File: src/rtl/arm_ctrl_pkg.sv
// Shared types and encodings for the ARM-subset multicycle control unit.
// Optional BL support is selected with ARM_CTRL_BL_EN.
package arm_ctrl_pkg;

  typedef enum logic [3:0] {
    S_FETCH,
    S_DECODE,
    S_MEMADR,
    S_MEMRD,
    S_MEMWB,
    S_MEMWR,
    S_EXECR,
    S_EXECI,
    S_ALUWB,
    S_BRANCH
  } state_t;

  localparam logic [2:0] ALU_ADD  = 3'd0;
  localparam logic [2:0] ALU_SUB  = 3'd1;
  localparam logic [2:0] ALU_AND  = 3'd2;
  localparam logic [2:0] ALU_ORR  = 3'd3;
  localparam logic [2:0] ALU_MOVB = 3'd4;

  localparam logic [3:0] COND_EQ = 4'b0000;
  localparam logic [3:0] COND_NE = 4'b0001;
  localparam logic [3:0] COND_CS = 4'b0010;
  localparam logic [3:0] COND_CC = 4'b0011;
  localparam logic [3:0] COND_MI = 4'b0100;
  localparam logic [3:0] COND_PL = 4'b0101;
  localparam logic [3:0] COND_VS = 4'b0110;
  localparam logic [3:0] COND_VC = 4'b0111;
  localparam logic [3:0] COND_HI = 4'b1000;
  localparam logic [3:0] COND_LS = 4'b1001;
  localparam logic [3:0] COND_GE = 4'b1010;
  localparam logic [3:0] COND_LT = 4'b1011;
  localparam logic [3:0] COND_GT = 4'b1100;
  localparam logic [3:0] COND_LE = 4'b1101;
  localparam logic [3:0] COND_AL = 4'b1110;
  localparam logic [3:0] COND_NV = 4'b1111;

  localparam logic [1:0] OP_DP  = 2'b00;
  localparam logic [1:0] OP_MEM = 2'b01;
  localparam logic [1:0] OP_BR  = 2'b10;
  localparam logic [1:0] OP_UND = 2'b11;

  localparam logic [3:0] CMD_AND = 4'b0000;
  localparam logic [3:0] CMD_SUB = 4'b0010;
  localparam logic [3:0] CMD_ADD = 4'b0100;
  localparam logic [3:0] CMD_CMP = 4'b1010;
  localparam logic [3:0] CMD_ORR = 4'b1100;
  localparam logic [3:0] CMD_MOV = 4'b1101;

  localparam logic [1:0] IMM_8  = 2'b00;
  localparam logic [1:0] IMM_12 = 2'b01;
  localparam logic [1:0] IMM_24 = 2'b10;

  localparam logic [1:0] RES_ALUOUT = 2'b00;
  localparam logic [1:0] RES_RDATA  = 2'b01;
  localparam logic [1:0] RES_ALU    = 2'b10;

  localparam logic [1:0] SRCB_RD2 = 2'b00;
  localparam logic [1:0] SRCB_IMM = 2'b01;
  localparam logic [1:0] SRCB_4   = 2'b10;

  typedef struct packed {
    logic       vld;
    logic [2:0] alu;
    logic       cmp;
    logic       cv;
  } dp_dec_t;

  // cv marks ops whose carry/overflow are meaningful
  function automatic dp_dec_t dp_decode(
    input logic [3:0] cmd
  );
    dp_dec_t d;
    d = '{vld: 1'b1, alu: ALU_ADD,
          cmp: 1'b0, cv: 1'b0};
    unique case (cmd)
      CMD_ADD: d.cv = 1'b1;
      CMD_SUB: begin
        d.alu = ALU_SUB;
        d.cv  = 1'b1;
      end
      CMD_AND: d.alu = ALU_AND;
      CMD_ORR: d.alu = ALU_ORR;
      CMD_CMP: begin
        d.alu = ALU_SUB;
        d.cmp = 1'b1;
        d.cv  = 1'b1;
      end
      CMD_MOV: d.alu = ALU_MOVB;
      default: d.vld = 1'b0;
    endcase
    return d;
  endfunction

endpackage

File: src/rtl/arm_cond_check.sv
// ARM condition-code evaluation against an NZCV flag vector.
// Combinational; 1111 is treated as never.
module arm_cond_check
  import arm_ctrl_pkg::*;
(
  input  logic [3:0] Cond,
  input  logic [3:0] Flags,
  output logic       CondEx
);

  logic n;
  logic z;
  logic c;
  logic v;
  logic ge;

  assign {n, z, c, v} = Flags;
  assign ge = (n == v);

  always_comb begin
    CondEx = 1'b0;
    unique case (Cond)
      COND_EQ: CondEx = z;
      COND_NE: CondEx = ~z;
      COND_CS: CondEx = c;
      COND_CC: CondEx = ~c;
      COND_MI: CondEx = n;
      COND_PL: CondEx = ~n;
      COND_VS: CondEx = v;
      COND_VC: CondEx = ~v;
      COND_HI: CondEx = c & ~z;
      COND_LS: CondEx = ~c | z;
      COND_GE: CondEx = ge;
      COND_LT: CondEx = ~ge;
      COND_GT: CondEx = ~z & ge;
      COND_LE: CondEx = z | ~ge;
      COND_AL: CondEx = 1'b1;
      COND_NV: CondEx = 1'b0;
    endcase
  end

endmodule

File: src/rtl/arm_multicycle_ctrl.sv
// Multicycle Moore control FSM with NZCV flag register.
// Define ARM_CTRL_BL_EN to enable BL (link write to R14).
module arm_multicycle_ctrl
  import arm_ctrl_pkg::*;
#(
  parameter int         ALUCTRL_W  = 3,
  parameter logic [3:0] FLAG_RESET = 4'b0000
) (
  input  logic                 clk,
  input  logic                 reset,
  input  logic [3:0]           Cond,
  input  logic [1:0]           Op,
  input  logic [5:0]           Funct,
  input  logic [3:0]           Rd,
  input  logic [3:0]           ALUFlags,
  output logic                 PCWrite,
  output logic                 AdrSrc,
  output logic                 MemWrite,
  output logic                 IRWrite,
  output logic [1:0]           ResultSrc,
  output logic                 ALUSrcA,
  output logic [1:0]           ALUSrcB,
  output logic [1:0]           ImmSrc,
  output logic [1:0]           RegSrc,
  output logic                 RegWrite,
  output logic                 LinkWrite,
  output logic [ALUCTRL_W-1:0] ALUControl,
  output logic [3:0]           Flags
);

  state_t     state;
  dp_dec_t    dp;
  logic       cond_ex;
  logic       set_flags;
  logic       rd_pc;
  logic       link_en;
  logic [2:0] alu_op;
  logic       pc_w;
  logic       ir_w;
  logic       mem_w;
  logic       reg_w;
  logic       link_w;

  arm_cond_check u_cond (
    .Cond   (Cond),
    .Flags  (Flags),
    .CondEx (cond_ex)
  );

  assign dp        = dp_decode(Funct[4:1]);
  assign set_flags = dp.vld & (Funct[0] | dp.cmp);
  assign rd_pc     = (Rd == 4'd15);

`ifdef ARM_CTRL_BL_EN
  assign link_en = Funct[4];
`else
  assign link_en = 1'b0;
`endif

  always_ff @(posedge clk) begin
    if (!reset) begin
      state <= S_FETCH;
      Flags <= FLAG_RESET;
    end else begin
      unique case (state)
        S_FETCH: state <= S_DECODE;
        S_DECODE: begin
          if (!cond_ex) begin
            state <= S_FETCH;
          end else begin
            unique case (Op)
              OP_DP:
                state <= Funct[5] ? S_EXECI
                                  : S_EXECR;
              OP_MEM:  state <= S_MEMADR;
              OP_BR:   state <= S_BRANCH;
              default: state <= S_FETCH;
            endcase
          end
        end
        S_EXECR, S_EXECI: begin
          if (dp.vld && !dp.cmp)
            state <= S_ALUWB;
          else
            state <= S_FETCH;
          // logical ops keep the previous C and V
          if (set_flags) begin
            Flags[3:2] <= ALUFlags[3:2];
            if (dp.cv)
              Flags[1:0] <= ALUFlags[1:0];
          end
        end
        S_MEMADR:
          state <= Funct[0] ? S_MEMRD
                            : S_MEMWR;
        S_MEMRD: state <= S_MEMWB;
        default: state <= S_FETCH;
      endcase
    end
  end

  always_comb begin
    pc_w      = 1'b0;
    ir_w      = 1'b0;
    mem_w     = 1'b0;
    reg_w     = 1'b0;
    link_w    = 1'b0;
    AdrSrc    = 1'b0;
    ResultSrc = RES_ALUOUT;
    ALUSrcA   = 1'b0;
    ALUSrcB   = SRCB_RD2;
    ImmSrc    = IMM_8;
    RegSrc    = 2'b00;
    alu_op    = ALU_ADD;
    unique case (state)
      S_FETCH: begin
        ir_w      = 1'b1;
        pc_w      = 1'b1;
        ALUSrcA   = 1'b1;
        ALUSrcB   = SRCB_4;
        ResultSrc = RES_ALU;
      end
      S_DECODE: begin
        ALUSrcA = 1'b1;
        ALUSrcB = SRCB_4;
        RegSrc  = {Op == OP_MEM, Op == OP_BR};
      end
      S_EXECR: alu_op = dp.alu;
      S_EXECI: begin
        ALUSrcB = SRCB_IMM;
        alu_op  = dp.alu;
      end
      S_ALUWB: begin
        reg_w = 1'b1;
        pc_w  = rd_pc;
      end
      S_MEMADR: begin
        ALUSrcB = SRCB_IMM;
        ImmSrc  = IMM_12;
      end
      S_MEMRD: AdrSrc = 1'b1;
      S_MEMWB: begin
        ResultSrc = RES_RDATA;
        reg_w     = 1'b1;
        pc_w      = rd_pc;
      end
      S_MEMWR: begin
        AdrSrc = 1'b1;
        mem_w  = 1'b1;
        RegSrc = 2'b10;
      end
      S_BRANCH: begin
        RegSrc    = 2'b01;
        ALUSrcB   = SRCB_IMM;
        ImmSrc    = IMM_24;
        ResultSrc = RES_ALU;
        pc_w      = 1'b1;
        link_w    = link_en;
      end
      default: ;
    endcase
  end

  // strobes are held off for as long as reset is low
  assign PCWrite    = pc_w & reset;
  assign IRWrite    = ir_w & reset;
  assign MemWrite   = mem_w & reset;
  assign RegWrite   = reg_w & reset;
  assign LinkWrite  = link_w & reset;
  assign ALUControl = ALUCTRL_W'(alu_op);

endmodule

File: config.mk
export PLATFORM = sky130hd
export DESIGN_NAME = arm_multicycle_ctrl
export DESIGN_NICKNAME = d
export VERILOG_FILES = /design/src/rtl/arm_ctrl_pkg.sv /design/src/rtl/arm_cond_check.sv /design/src/rtl/arm_multicycle_ctrl.sv
export SDC_FILE = /design/constraint.sdc
export NUM_CORES = 1
export LEC_CHECK = 0
export BUFFER_PORTS_ARGS = -buffer_cell sky130_fd_sc_hd__buf_2
export CORE_UTILIZATION = 25
export DETAILED_ROUTE_END_ITERATION = 10
export GPL_TIMING_DRIVEN = 0
export HOLD_SLACK_MARGIN = 0.05
export PLACE_DENSITY_LB_ADDON = 0.25
export SLEW_MARGIN = 30
export SYNTH_ARGS = -nofsm -noshare
export SYNTH_HDL_FRONTEND = slang
export SYNTH_HIERARCHICAL = 1
export SYNTH_SLANG_ARGS = --single-unit
File: constraint.sdc
create_clock -name clk -period 2.09 [get_ports clk]
set_input_delay 0.418 -clock clk [delete_from_list [all_inputs] [get_ports clk]]
set_output_delay 0.418 -clock clk [all_outputs]
set_load 0.02 [all_outputs]
* After elaboration in Yosys (flattened, before gate mapping)
Index checks and enable logic that the tools add are counted.
Operators by class: equal/unequal tests 33, mux-type cells 22, bitwise operators 15, reductions and logical operators 17
Operators by type and width (count):
- 4-bit equality test, second input constant | 14
- 4-bit by 3-bit equality test with 1-bit output, second input constant | 9
- 4-bit by 2-bit equality test with 1-bit output, second input constant | 5
- 4-bit one-hot mux with 5 select lines | 1
- 1-bit one-hot mux with 16 select lines | 1
- 4-bit zero test | 3
- 2-bit one-hot mux with 2 select lines | 3
- 3-bit one-hot mux with 4 select lines | 1
- 4-bit one-hot mux with 3 select lines | 1
- 2-bit OR reduction | 6
- 1-bit two-way mux | 9
- 4-bit by 1-bit equality test with 1-bit output, second input constant | 2
- 4-bit two-way mux | 2
- 1-bit AND | 7
- 3-bit two-way mux | 2
- 2-bit one-hot mux with 3 select lines | 1
- 3-bit OR reduction | 2
- 6-bit OR reduction | 1
- 1-bit inverter | 5
- 1-bit bitwise OR | 3
- 3-bit AND reduction | 1
- 2-bit by 1-bit equality test with 1-bit output, second input constant | 1
- 2-bit equality test, second input constant | 1
- 2-bit zero test | 1
- 5 further kinds | 5
Word-level totals: register bits 8, bits of input ports 22, output and inout bits 22, logic and storage cells 90

* Longest topological paths before layout
Gate-level depths: netlist of run 1.
depth after elaboration 6, gate-level depth with buffers 10, mapped depth without buffers 9

* Hierarchy
Netlist of run 1, hierarchy kept.
Modules (own cells, without submodules):
- arm_multicycle_ctrl | times used 1, cells an instance 92, area each 725.7 um^2, seq. area each 160.2 um^2
- arm_cond_check | times used 1, cells an instance 23, area each 155.1 um^2, seq. area each 0.0 um^2

* Least setup slack after synthesis of run 1
Ideal clock, no wire load.
path type register to register, start point register Flags[3], end point register state[0], library setup time 0.064 ns, arrival 1.886 ns, required time 2.026 ns, setup slack 0.140 ns, cell stages (with the launch flop) 10, buffers on the path 0, clock period less this slack 1.950 ns, cell sequence dfxtp_1 -> xor2_1 -> xor2_1 -> a2111oi_1 -> a311oi_1 -> o22ai_1 -> nand3b_1 -> nand3b_1 -> o32a_1 -> nor2_1
Between the ends: cells in the longest elaborated chain, start to end 6, elaborated cells on any way between the ends 8, classes of those cells eq/ne: 1; mux: 3; bitwise: 4
RTL lines:
- from (decl) | line arm_multicycle_ctrl.sv:28 | output logic [3:0] Flags
- from (signal assigned) | line arm_multicycle_ctrl.sv:88 | Flags[3:2] <= ALUFlags[3:2];
- 1-bit equality test | line arm_cond_check.sv:18 | assign ge = (n == v);
- 1-bit inverter | line arm_cond_check.sv:34, arm_cond_check.sv:36
- 1-bit bitwise OR | line arm_cond_check.sv:36 | COND_LE: CondEx = z | ~ge;
- 1-bit one-hot mux with 16 select lines (*) | line arm_cond_check.sv:22 | unique case (Cond)
- via cond_ex | line arm_multicycle_ctrl.sv:33 | logic cond_ex;
- 4-bit two-way mux (*) | line arm_multicycle_ctrl.sv:68 | if (!cond_ex) begin
- 4-bit one-hot mux with 5 select lines (*) | line arm_multicycle_ctrl.sv:65 | unique case (state)
- to (signal assigned) | line arm_multicycle_ctrl.sv:73 | state <= Funct[5] ? S_EXECI
- to (signal assigned) | line arm_multicycle_ctrl.sv:94 | state <= Funct[0] ? S_MEMRD
- to (decl) | line arm_multicycle_ctrl.sv:31 | state_t state;
The timed path passes the listed nets; every way through them passes the cells marked *. A chain may end at the register's enable or synchronous reset.

* Final worst setup path of run 1
start point register state[1], end point output port PCWrite
Between the ends: cells in the longest elaborated chain, start to end 4, elaborated cells on any way between the ends 8, classes of those cells eq/ne: 3; mux: 1; bitwise: 1; reduce/logical: 3
RTL lines:
- 4-bit equality test, or another cell as far along | line arm_multicycle_ctrl.sv:115 | unique case (state)
- 2-bit OR reduction (no line)
- 1-bit one-hot mux with 2 select lines (*) | line arm_multicycle_ctrl.sv:115
- 1-bit AND (*) | line arm_multicycle_ctrl.sv:165 | assign PCWrite = pc_w & reset;
- to (decl) | line arm_multicycle_ctrl.sv:16 | output logic PCWrite,
Every way passes the cells marked *; elsewhere a longest branch is shown, timed or not.

==> results of run 1 <==
## metal layers
metal	routed length [µm]	global-route usage, %	vias up
li1	-	-	490
met5	0	0	-
met1	1020	16.5	412
met3	154	0.210	2
met4	22	2.86	0
met2	961	19.3	38
## synthesized netlist by cell type (all sizes together) (2+ instances only)
cell type / number
a211oi: 2
a21oi: 7
and3: 5
buf: 10
clkbuf: 2
dfxtp: 8
inv: 6
mux2i: 6
nand2: 4
nand2b: 4
nand3: 2
nand3b: 7
nand4bb: 2
nor2: 10
nor2b: 3
nor3: 8
nor4b: 2
o21ai: 3
o32a: 2
xnor2: 2
xor2: 7
## state kept, by name, summed over array words and instances, names as in the netlist
| signal | count |
|---|---|
| state | 4 |
| Flags | 4 |
## worst paths after layout
check | slack (ns) | endpoint | start
setup / recovery | 0.12 | PCWrite | state[1]
hold / removal | 0.40 | Flags[3] | ALUFlags[3]
setup reg to reg | 0.15 | state[0] | Flags[0]
hold reg to reg | 0.49 | Flags[3] | Flags[3]
## cell families after synthesis
| logic type | after synthesis | share of synthesized area [%] |
|---|---|---|
| simple gates | 50 | 35.1 |
| compound gates | 23 | 18.9 |
| buf+inv | 18 | 11.6 |
| xor+xnor | 9 | 8.95 |
| flops | 8 | 18.2 |
| mux | 6 | 6.82 |
| other cells | 1 | 0.426 |
## per-stage QoR
step / setup WS [ns] / util, % / setup TNS, ns
after floorplan: 0.140 / - / 0
after global placement: 0.0307 / 33.4 / 0
after detailed placement: -0.0347 / 33.4 / -0.0437
after CTS: 0.0163 / 34.3 / 0
after global routing: 0.00148 / 34.5 / 0
final: 0.118 / 34.5 / 0
## area by class of cell
type	instances	area (µm²)	area share, %
Multi-Input combinational cell	89	631	54.3
Timing Repair Buffer	37	185	15.9
Sequential cell	8	163	14.0
Buffer	12	80.1	6.90
Tap cell	46	57.6	4.96
Clock buffer	3	22.5	1.94
Inverter	6	22.5	1.94
## cell usage in the layout, fill, tap and decap left out, types with 3 or more instances in the layout
| master | Yosys | routed |
|---|---|---|
| sky130_fd_sc_hd__nor3_1 | 8 | 8 |
| sky130_fd_sc_hd__nand2_1 | 4 | 4 |
| sky130_fd_sc_hd__xor2_1 | 7 | 6 |
| sky130_fd_sc_hd__mux2i_1 | 6 | 6 |
| sky130_fd_sc_hd__inv_1 | 6 | 6 |
| sky130_fd_sc_hd__nor2_1 | 10 | 10 |
| sky130_fd_sc_hd__and3_1 | 5 | 5 |
| sky130_fd_sc_hd__a21oi_1 | 7 | 7 |
| sky130_fd_sc_hd__buf_2 | 4 | 41 |
| sky130_fd_sc_hd__nor2b_1 | 3 | 3 |
| sky130_fd_sc_hd__clkbuf_4 | 0 | 3 |
| sky130_fd_sc_hd__dfxtp_1 | 8 | 6 |
| sky130_fd_sc_hd__nand2b_1 | 4 | 4 |
| sky130_fd_sc_hd__buf_4 | 4 | 4 |
| sky130_fd_sc_hd__nand3b_1 | 7 | 7 |
## critical path, delay by kind of cell, from the launching register on
family	cells	cell delay (ns)
DFF	1	0.44
buffers and inverters	2	0.41
and+or+nand+nor	2	0.27
AOI/OAI and AO/OA	1	0.17
## report_power, final
group / switching [mW] / leakage (nW) / internal (mW)
sequential: 0.00247 / 0.0659 / 0.157
clock: 0.0509 / 0.0138 / 0.0656
combinational: 0.0946 / 0.472 / 0.0722
total: 0.148 / 0.552 / 0.295
## timing repair
item,4_1_cts,5_1_grt
resized for setup,1,3
hold buffers,0,0
setup buffers,0,0
pin swaps,0,2
hold endpoints to repair,0,0
setup endpoints to repair,2,3
==> impl_summary.txt, run 1 <==
----------------------------------------------------
[Worst setup path]
  Endpoint type of the worst setup path ... output port
  CP max stage cell ... sky130_fd_sc_hd__dfxtp_1
  Arr. time, crit path ... 1.55 ns
  Crit path top cell by count ... sky130_fd_sc_hd__buf_2
  Worst EP required ... 1.67 ns
  Largest fanout of any net on the critical path ... 10
  Critical Path Max Stage Delay ... 0.44 ns
  Critical path start-end classification ... reg2out
  Critical path, cell by cell ... buf_2, nor2_1, and3_1, a22o_1, buf_2
  Worst reg-to-reg path cell count ... 9
  Setup crit start kind ... flop

[GRT]
  First-pass GRT wire length ... around 3400 µm
  Remaining Overflow, GRT ... 0
  Antenna violations before repair ... 0
  Number of global-route vias before repair ... roughly 800
  Pin count of the biggest net entering global routing ... 11
  Aggregate global-route resource usage ... 11.5%

[Yosys]
  Mapped cell area ... 881 µm²
  Syn. warnings ... 6
  Mean area per synthesized cell ... ~7.7 µm²
  Synth area leader ... sky130_fd_sc_hd__dfxtp_1
  Number of enable flip-flop cells after synthesis ... 0
  Top flip-flop cell by instance count after synthesis ... sky130_fd_sc_hd__dfxtp_1
  Asr flop ratio synth ... 0%
  Share of the synthesized area in the top cell type ... 18.2%
  Synth Net Count ... 137
  Number of different library cells in the post-synthesis netlist ... 38
  Fraction of the yosys area taken by sequential cells ... 18.2%
  Cells taking the most area after synthesis ... sky130_fd_sc_hd__dfxtp_1 (18%), sky130_fd_sc_hd__xor2_1 (7.0%), sky130_fd_sc_hd__mux2i_1 (6.8%)
  Post-synthesis cell count ... 115
  Synth Register Bits ... 8

[Power and ir drop]
  Total power ... 0.443 mW
  Leak Pwr ... 0.552 nW
  PD cells ... between 300 and 400 nW/µm²
  Maximum vdd drop ... roughly 0.00019 V

[STA]
  Clock Skews ... 0.00413 ns
  Final period util ... between 90% and 100%
  Final Slew Violations ... 0
  Count of endpoints failing hold in the final timing report ... 0
  Unrepaired setup endpoints after global routing ... false
  Fin Hold WS ... 0.401 ns
  Final critical-path required period ... 1.97 ns
  Top achievable clock speed ... 507 MHz
  Number of setup violations in the final report ... 0

[Floorplanning]
  Initial core utilization ... between 20% and 30%
  FP Rows ... 21
  Die Ht ... 61.4 µm
  Area of the die ... 3770 µm²
  Core area ... approximately 3400 µm²
  Number of top-level pins ... 44
  Overall die width ... 61.4 µm

[Finish]
  N_diodes ... 0
  Final Non-Filler Cells ... 201
  Proportion of layout cells with a drive suffix above 1 ... a little over a third
  Nets@finish ... between 150 and 200
  Synth-to-Final Area Change ... 31.8%
  FILL cells ... 377
  Final design instance area without fill ... ~1200 µm²

[Clocking]
  Clk sink count ... 8
  Worst-skew pair later-pin latency ... 0.25 ns
  Clock-pin slew on the worst setup and hold paths ... ~0.050 ns
  Number of CTS-inserted buffers ... 3
  Clock tree from TritonCTS ... yes
  Deepest clock path buffer count ... 2
  H-tree Lvls ... 1
  CTS Root Cell ... sky130_fd_sc_hd__clkbuf_4

[Place]
  Final weighted congestion of routability-driven global placement ... 0.811
  PortBufs ... 37
  Number of cells after detailed placement ... between 150 and 200
  Area post-placement ... approximately 1100 µm²
  Sum of net half-perimeters after detailed placement ... 1720 µm

[Detailed routing]
  Iter 0 DRT Violations ... slightly below 80
  First-pass detailed-route iteration total ... 4
  Count of antenna-violating nets left after detailed routing ... 0
  Number of vias per cell after detailed routing ... about 4.7
  Number of remaining DRC errors ... 0
  Vias after detailed routing ... 942
  Average routed wire per standard cell ... 10.7 µm
  Final WL ... 2160 µm

[Worst hold path]
  Hold path cells ... 3
  HP Class ... in2reg

[Outcome]
  Run status ... finished, final reports clean

[Flow run]
  Max Cap Violations ... 0

----------------------------------------------------
Note: power is estimated with default switching activity, not from simulation.
==> run 2, diff against run 1 <==
--- a/config.mk
+++ b/config.mk
@@ -11,6 +11,7 @@
 export GPL_TIMING_DRIVEN = 0
 export HOLD_SLACK_MARGIN = 0.05
 export PLACE_DENSITY_LB_ADDON = 0.25
+export RECOVER_POWER = 50
 export SLEW_MARGIN = 30
 export SYNTH_ARGS = -nofsm -noshare
 export SYNTH_HDL_FRONTEND = slang
==> impl_summary.txt, run 2 (synthesized netlist as in run 1, its figures left out) <==
----------------------------------------------------
[Detailed routing]
  Average routed wire per standard cell ... 10.7 µm
  Iter 0 DRT Violations ... 74
  Vias after detailed routing ... 939
  First-pass detailed-route iteration total ... 4
  Count of antenna-violating nets left after detailed routing ... 0
  Number of remaining DRC errors ... 0
  Final WL ... 2160 µm
  Number of vias per cell after detailed routing ... 4.67

[Finish]
  Most common library cell in the layout ignoring fill and taps ... sky130_fd_sc_hd__buf_2
  Register Area ... 163 µm²
  Nets@finish ... 179
  Final Non-Filler Cells ... around 200
  FILL cells ... between 300 and 400
  Fraction of the core area covered by cells at the end of the flow ... 33.6%
  N_diodes ... 0
  Synth-to-Final Area Change ... 28.3%
  Proportion of layout cells with a drive suffix above 1 ... a little under a third
  Top flop regs ... Flags: 4 flops, state: 4 flops
  Area of the multi-input gates ... 608 µm²
  Most frequent cells in the layout ... sky130_fd_sc_hd__buf_2 (34), sky130_fd_sc_hd__nor2_1 (10), sky130_fd_sc_hd__clkbuf_1 (9), sky130_fd_sc_hd__nor3_1 (8)

[STA]
  Final-layout setup total negative slack ... 0 ns
  Count of endpoints failing hold in the final timing report ... 0
  Unrepaired setup endpoints after global routing ... false
  Final Slew Violations ... 0
  Top achievable clock speed ... 517 MHz
  Clock Skews ... 0.00413 ns
  Final period util ... between 90 and 100%
  Final critical-path required period ... roughly 1.9 ns
  Number of setup violations in the final report ... 0

[Power and ir drop]
  Total power ... around 0.44 mW
  PD cells ... 389 nW/µm²
  Leak Pwr ... around 0.53 nW
  Maximum vdd drop ... 0.000186 V

[Worst setup path]
  Worst flop-to-flop path endpoint ... state[0]
  CP max stage cell ... sky130_fd_sc_hd__dfxtp_2
  Setup crit start kind ... flop
  Worst setup slack for register-to-register paths ... 0.15 ns
  Largest fanout of any net on the critical path ... 4
  Worst EP required ... 2.27 ns
  Critical Path Max Stage Delay ... 0.35 ns
  Critical path, cell by cell ... xor2_2, xor2_1, a2111oi_2, a311oi_1, o22ai_1, nand3b_1, nand3b_1, o32a_1, nor2_1
  Timing startpoint of the critical path ... Flags[0]
  Endpoint type of the worst setup path ... flop
  Arr. time, crit path ... 2.12 ns
  Reg-to-reg critical path startpoint ... Flags[0]
  Critical path start-end classification ... reg2reg
  Worst reg-to-reg path cell count ... 9
  Crit path top cell by count ... sky130_fd_sc_hd__nand3b_1
  CP Capture Point ... state[0]

[Clocking]
  Clock-pin slew on the worst setup and hold paths ... 0.05 ns
  Deepest clock path buffer count ... 2
  Number of CTS-inserted buffers ... 3
  Clock tree from TritonCTS ... yes
  Worst-skew pair later-pin latency ... 0.25 ns
  Clk sink count ... 8
  CTS Root Cell ... sky130_fd_sc_hd__clkbuf_4
  H-tree Lvls ... 1

[Place]
  Final weighted congestion of routability-driven global placement ... 0.811
  Number of cells after detailed placement ... 198
  Sum of net half-perimeters after detailed placement ... around 1700 µm
  PortBufs ... 37

[Floorplanning]
  Initial core utilization ... 26.2%
  Area of the die ... 3770 µm²
  Number of top-level pins ... 44
  Overall die width ... between 60 and 70 µm
  FP Rows ... 21
  Core area ... 3360 µm²
  Die Ht ... between 60 and 70 µm

[GRT]
  Aggregate global-route resource usage ... between 10 and 15%
  Remaining Overflow, GRT ... 0
  Number of global-route vias before repair ... 797
  Pin count of the biggest net entering global routing ... 11
  Antenna violations before repair ... 0
  First-pass GRT wire length ... 3410 µm

[Worst hold path]
  HP Class ... in2reg

[Outcome]
  Run status ... finished, final reports clean

[Flow run]
  Max Cap Violations ... 0

----------------------------------------------------
==> run 2: changes by cell type in the layout (fill, tap and decap cells not counted), sizes merged <==
| cell | change |
|---|---|
| buf | -7 |
| clkbuf | +7 |
==> run 2: final cells by class <==
cell class	count	area share, %
Multi-Input combinational cell	89	53.8
Buffer	12	7.09
Clock buffer	3	1.99
Sequential cell	8	14.4
Timing Repair Buffer	37	15.6
Tap cell	46	5.09
Inverter	6	1.99
==> run 2: worst min-delay path by stage <==
| stage | start | end | cells past startpoint |
|---|---|---|---|
| 6_report | ALUFlags[3] | Flags[3] | 3 |
| 5_1_grt | ALUFlags[3] | Flags[3] | 3 |
| 4_1_cts | ALUFlags[3] | Flags[3] | 3 |
| 3_5_place_dp | Flags[3] | Flags[3] | 2 |
| 3_3_place_gp | Flags[3] | Flags[3] | 2 |
| 2_1_floorplan | ALUFlags[2] | Flags[2] | 2 |
==> run 2: critical path, delay by kind of cell, from the launching register on <==
kind,cells,cell delay [ns]
simple gates,3,0.43
flops,1,0.35
xor+xnor,2,0.36
compound gates,4,0.73
==> run 2: metal layers <==
metal	GRT usage [%]	up-vias	wire length [µm]
li1	-	492	-
met1	16.5	409	1040
met2	19.3	36	954
met3	0.210	2	146
met4	2.86	0	22
met5	0	-	0
==> run 2: stage by stage <==
stage	cell area (µm²)	setup WS, ns	hold WS [ns]
after global routing	1130	0.00148	0.419
final	1130	0.155	0.401
after floorplan	881	0.140	0.557
after global placement	1120	0.0307	0.494
after detailed placement	1120	-0.0347	0.502
after CTS	1150	0.0163	0.399
==> run 2: report_power, final <==
part | internal, mW | total (mW) | switching, mW
registers | 0.157 | 0.159 | 0.00201
logic | 0.0705 | 0.164 | 0.0937
clock network | 0.0656 | 0.116 | 0.0509
==> run 2: repair_timing <==
action,CTS,global route
pin swaps,0,2
hold buffers,0,0
endpoints found under the hold margin,0,0
buffers inserted,0,0
endpoints found under the setup margin,2,3
resized for setup,1,3
